[src/rtl/load_store_unit.sv]
// Load/store unit: accepts one memory request from execute, checks alignment and range,
// issues a single data-memory strobe, extends load data and holds the response until taken.
module load_store_unit #(
  parameter int unsigned MEM_BYTES = 2048
) (
  input  logic        clk,
  input  logic        rst_n,
  input  logic        req_valid,
  output logic        req_ready,
  input  logic        req_we,
  input  logic [2:0]  req_funct3,
  input  logic [31:0] req_addr,
  input  logic [31:0] req_wdata,
  output logic        mem_re,
  output logic        mem_we,
  output logic [1:0]  mem_store_type,
  output logic [2:0]  mem_read_type,
  output logic [15:0] mem_addr,
  output logic [31:0] mem_din,
  input  logic [31:0] mem_dout,
  output logic        resp_valid,
  input  logic        resp_ready,
  output logic [31:0] resp_rdata,
  output logic        resp_fault,
  output logic [1:0]  dbg_state
);

  // Handshake: a request transfers on a rising edge where req_valid && req_ready;
  // a response transfers on a rising edge where resp_valid && resp_ready.
  typedef enum logic [1:0] {IDLE, ISSUE, CAPTURE, RESP} state_t;

  state_t      state_q, state_d;
  logic        we_q, we_d;
  logic [2:0]  funct3_q, funct3_d;
  logic [31:0] addr_q, addr_d;
  logic [31:0] wdata_q, wdata_d;
  logic [31:0] rdata_q, rdata_d;
  logic        fault_q, fault_d;

  logic        req_legal;
  logic        req_misaligned;
  logic        req_out_of_range;
  logic        req_fault;
  logic [32:0] req_end;
  logic [2:0]  req_size;
  logic [31:0] load_ext;

  always_comb begin
    req_size = 3'd0;
    case (req_funct3[1:0])
      2'b00:   req_size = 3'd1;
      2'b01:   req_size = 3'd2;
      2'b10:   req_size = 3'd4;
      default: req_size = 3'd0;
    endcase
    // Stores have no unsigned variants, so 1xx is illegal for them.
    if (req_we) req_legal = (req_funct3 == 3'b000) || (req_funct3 == 3'b001) || (req_funct3 == 3'b010);
    else        req_legal = (req_funct3 == 3'b000) || (req_funct3 == 3'b001) || (req_funct3 == 3'b010) ||
                            (req_funct3 == 3'b100) || (req_funct3 == 3'b101);
    req_misaligned   = ((req_funct3[1:0] == 2'b01) && req_addr[0]) ||
                       ((req_funct3[1:0] == 2'b10) && (req_addr[1:0] != 2'b00));
    req_end          = {1'b0, req_addr} + {30'd0, req_size};
    req_out_of_range = req_end > 33'(MEM_BYTES);
    req_fault        = !req_legal || req_misaligned || req_out_of_range;
  end

  // Memory returns right-aligned data; bits above the access width are don't-care.
  always_comb begin
    case (funct3_q)
      3'b000:  load_ext = {{24{mem_dout[7]}}, mem_dout[7:0]};
      3'b001:  load_ext = {{16{mem_dout[15]}}, mem_dout[15:0]};
      3'b010:  load_ext = mem_dout;
      3'b100:  load_ext = {24'd0, mem_dout[7:0]};
      3'b101:  load_ext = {16'd0, mem_dout[15:0]};
      default: load_ext = 32'd0;
    endcase
  end

  always_comb begin
    state_d        = state_q;
    we_d           = we_q;
    funct3_d       = funct3_q;
    addr_d         = addr_q;
    wdata_d        = wdata_q;
    rdata_d        = rdata_q;
    fault_d        = fault_q;
    req_ready      = 1'b0;
    resp_valid     = 1'b0;
    mem_re         = 1'b0;
    mem_we         = 1'b0;
    mem_store_type = 2'b00;
    mem_read_type  = 3'b000;
    mem_addr       = 16'd0;
    mem_din        = 32'd0;
    case (state_q)
      IDLE: begin
        req_ready = rst_n;
        if (req_valid) begin
          we_d     = req_we;
          funct3_d = req_funct3;
          addr_d   = req_addr;
          wdata_d  = req_wdata;
          rdata_d  = 32'd0;
          fault_d  = req_fault;
          state_d  = req_fault ? RESP : ISSUE;
        end
      end
      ISSUE: begin
        // Gated by rst_n so a reset landing on this cycle never commits a write.
        if (rst_n) begin
          mem_addr = addr_q[15:0];
          if (we_q) begin
            mem_we         = 1'b1;
            mem_din        = wdata_q;
            mem_store_type = funct3_q[1:0] + 2'd1;
          end else begin
            mem_re        = 1'b1;
            mem_read_type = {1'b0, funct3_q[1:0] + 2'd1};
          end
        end
        state_d = we_q ? RESP : CAPTURE;
      end
      CAPTURE: begin
        rdata_d = load_ext;
        state_d = RESP;
      end
      RESP: begin
        resp_valid = 1'b1;
        if (resp_ready) state_d = IDLE;
      end
      default: state_d = IDLE;
    endcase
  end

  always_ff @(posedge clk) begin
    if (!rst_n) begin
      state_q  <= IDLE;
      we_q     <= 1'b0;
      funct3_q <= 3'd0;
      addr_q   <= 32'd0;
      wdata_q  <= 32'd0;
      rdata_q  <= 32'd0;
      fault_q  <= 1'b0;
    end else begin
      state_q  <= state_d;
      we_q     <= we_d;
      funct3_q <= funct3_d;
      addr_q   <= addr_d;
      wdata_q  <= wdata_d;
      rdata_q  <= rdata_d;
      fault_q  <= fault_d;
    end
  end

  assign resp_rdata = rdata_q;
  assign resp_fault = fault_q;
  assign dbg_state  = state_q;

endmodule

[config.mk]
export PLATFORM = sky130hd
export DESIGN_NAME = load_store_unit
export DESIGN_NICKNAME = d
export VERILOG_FILES = /design/src/rtl/load_store_unit.sv
export SDC_FILE = /design/constraint.sdc
export NUM_CORES = 1
export LEC_CHECK = 0
export BUFFER_PORTS_ARGS = -buffer_cell sky130_fd_sc_hd__buf_2
export CORE_MARGIN = 1
export CORE_UTILIZATION = 45
export CTS_BUF_LIST = sky130_fd_sc_hd__clkbuf_16
export DETAILED_ROUTE_END_ITERATION = 10
export HOLD_SLACK_MARGIN = 0.1
export MAX_ROUTING_LAYER = met4
export PLACE_DENSITY = 0.73
export SLEW_MARGIN = 10
export SYNTH_ARGS = -nofsm -noshare
export SYNTH_HDL_FRONTEND = slang
export SYNTH_SLANG_ARGS = --single-unit
export TNS_END_PERCENT = 1
[constraint.sdc]
create_clock -name clk -period 3.7 [get_ports clk]
set_input_delay 0.37 -clock clk [delete_from_list [all_inputs] [get_ports clk]]
set_output_delay 0.37 -clock clk [all_outputs]
set_load 0.01 [all_outputs]
==> results_dict.tcl <==
set metrics [dict create \
    yosysSeqAreaShare_pct 38.8 \
    post_cts_buffers 0 \
    syn_area_sq_um 4490 \
    powerDensity_nw_per_um2 534 \
    drt-total-wl_um 12800 \
    path_cells "inv_1, ha_1, and3_1, and2_1, buf_2" \
    fin_worst_skew_ns 0.00745 \
    nNetsFinal 896 \
    fmax_mhz 331 \
    cap_violations 0 \
    coreArea_sq_um 9730 \
    p_leak_nw 2.70 \
    numCtsBuffers 9 \
    ant_nets 0 \
    cp.required_ns 3.33 \
    place_hpwl_um 9270 \
    dr.pass1.iters 5 \
    setup_viol 0 \
    rsz0062_at_grt "no" \
    tns_ns 0 \
    drcViolationCount 0 \
    cts_root_buf "clkbuf_16" \
    cts_hold_buf 0 \
    grt_use_total_pct 24.9 \
    maxSlewViolCount 0 \
    multi_input_area_sq_um 2560 \
    status "finished clean" \
    htree_levels 3 \
    drt_iter0_drc 233 \
    finalCritPeriodShare_pct 81.7 \
    avgSynthCellArea_sq_um 7.34 \
    slew_headroom_pct 20.8 \
    synthArstFlopShare_pct 0 \
    antenna_cells 0 \
    arrival_ns 2.65 \
    crit_type "reg -> out" \
    synth_cells 612 \
    cts_tree "yes" \
    synth_fp_nets 727 \
    drive_gt1_share_pct 29.1 \
    synth_edf_count 0 \
    numClockSinks 87 \
    grt_max_degree 57 \
    drt-wirelength-per-cell_um 14.0 \
    endpoint_kind "primary output" \
    dieArea_sq_um 10400 \
    synth_flop_cell "dfxtp_1" \
    rrSetupSlack_ns 1.13 \
    period_needed_ns 3.02 \
    hold_ws_ns 0.270 \
    ctsResizeCount 0 \
    initial_core_util_pct 46.2 \
    portBuffers 194 \
    vias_per_cell 5.23 \
    yosysWarningCount 0 \
    vias 4796 \
    clkLatencyLatePin_ns 0.33 \
    grt_pass1_vias 4321 \
    worst-slew-pin-transition_ns 1.18 \
    hold_viol 0 \
    antenna_found_initial 0 \
    synth_seq_cells 87 \
    syn_to_final_growth_pct 28.8 \
    clockBufferDepth 2 \
    die_height_um 102 \
    path_clk_slew_ns 0.06 \
    hold_path_class "in -> reg" \
    io_pins 196 \
    cp_max_fo 35 \
    gp_congestion 0.886 \
    rows 36 \
    die_x_um 102 \
    grt_pass1_wl_um 20000 \
    cpMaxStageDelayCell "and3_1" \
    critPathBufInv 2 \
    critical_path.top_delay_family "simple AND/OR/NAND/NOR gates" \
    seqCellArea_sq_um 1740 \
    synth.distinct_cells 57 \
    cpPeakStageDelay_ns 0.91 \
    start_kind "register" \
    num-fill-cells 962 \
    vdd_drop_max_v 0.000283 \
    grt_overflow_total 0 \
]
==> registers in the layout, summed over array words and instances, names as in the netlist <==
name and cells:
resp_fault 1, dbg_state 2, we_q 1, funct3_q 3
resp_rdata 32, addr_q 16, wdata_q 32
==> cells by family after synthesis <==
| group | count (synthesis) | synth area share [%] |
|---|---|---|
| other cells | 1 | 0.0834 |
| buf+inv | 50 | 4.37 |
| compound gates | 147 | 18.8 |
| flops | 87 | 38.8 |
| fa+ha+maj | 11 | 3.23 |
| mux | 2 | 0.473 |
| simple gates | 304 | 32.3 |
| xor+xnor | 10 | 1.95 |
==> synth_stat cells, drive strengths merged (2+ instances only) <==
cell    count  area, sq um
nor2b       3         18.8
a31oi       3         18.8
nand2b      2         12.5
nand3b      2         15.0
a221oi      3         26.3
a21oi     108          552
or2         4         25.0
xor2        5         43.8
and2       36          225
nor4        5         46.3
o221ai      2         23.8
dfxtp      87         1740
inv         9         33.8
nand3      10         62.6
xnor2       5         43.8
ha         10          125
nand4      12         87.6
and3       19          120
buf         5         27.5
a311oi      2         17.5
o211ai      4         30.0
nand2     127          477
o31ai       2         15.0
a22oi       8         60.1
o21ai       7         35.0
a211oi      3         27.5
clkbuf     36          135
nor3        7         35.0
nor2       69          262
nor3b       2         15.0
==> layout by cell type (no fill, tap or decap), types with 6 or more instances in the layout <==
cell	netlist	layout
buf_2	1	194
nand2_1	127	126
a21oi_1	107	106
dfxtp_1	87	87
nor2_1	68	68
and2_1	36	35
and3_1	18	18
nand4_1	10	10
ha_1	10	10
nand3_1	9	9
clkbuf_16	0	9
inv_1	9	8
a22oi_1	8	8
nor3_1	7	7
o21ai_0	6	6
==> per-layer routing <==
| metal | track usage [%] | part of all wire, % | vias to the layer above |
|---|---|---|---|
| li1 | - | - | 2413 |
| met3 | 4.99 | 5.6 | 21 |
| met4 | 10.0 | 2.5 | 0 |
| met5 | - | 0 | - |
| met2 | 40.0 | 48 | 175 |
| met1 | 30.7 | 44 | 2187 |
==> worst paths after layout <==
path | start | end | cells past startpoint
worst max register to register | funct3_q[0] | resp_rdata[23] | 9
worst min-delay path | req_wdata[24] | wdata_q[24] | 3
worst max-delay path | dbg_state[1] | mem_din[21] | 5
worst min register to register | wdata_q[24] | wdata_q[24] | 2
==> where the power goes <==
group          switching [mW]  total, mW  internal, mW  leakage [nW]
Sequential             0.0873       1.20          1.11         0.710
Clock                   0.346      0.857         0.510         0.136
Combinational           0.686       1.04         0.353          1.85
==> stage by stage <==
step	worst slack [ns]	cells	utilization (%)	area [sq um]	power (mW)
finish	0.677	917	59.5	5790	3.09
global route	0.508	917	59.5	5790	3.30
CTS	0.629	917	59.5	5790	3.11
detailed placement	0.434	903	56.7	5510	2.25
global placement	0.582	903	56.7	5510	2.21
floorplan	0.918	612	-	4490	1.90
==> cell type report <==
| class | instances | share of cell area (%) |
|---|---|---|
| clock buffers | 9 | 3.89 |
| clock inverters | 5 | 0.886 |
| inverters | 9 | 0.583 |
| multi-input cells | 475 | 44.3 |
| flip-flops and latches | 87 | 30.1 |
| well taps | 133 | 2.87 |
| repair buffers | 199 | 17.4 |
==> worst reg2reg max path, stage by stage, from the launching register on <==
cell	delay [ns]
dfxtp_1	0.34
inv_1	0.11
ha_1	0.14
nor2b_1	0.91
or2_2	0.37
o211ai_1	0.11
buf_4	0.23
nor2_1	0.15
a21oi_1	0.06
nor2_1	0.10
Note: power is estimated with default switching activity, not from simulation.
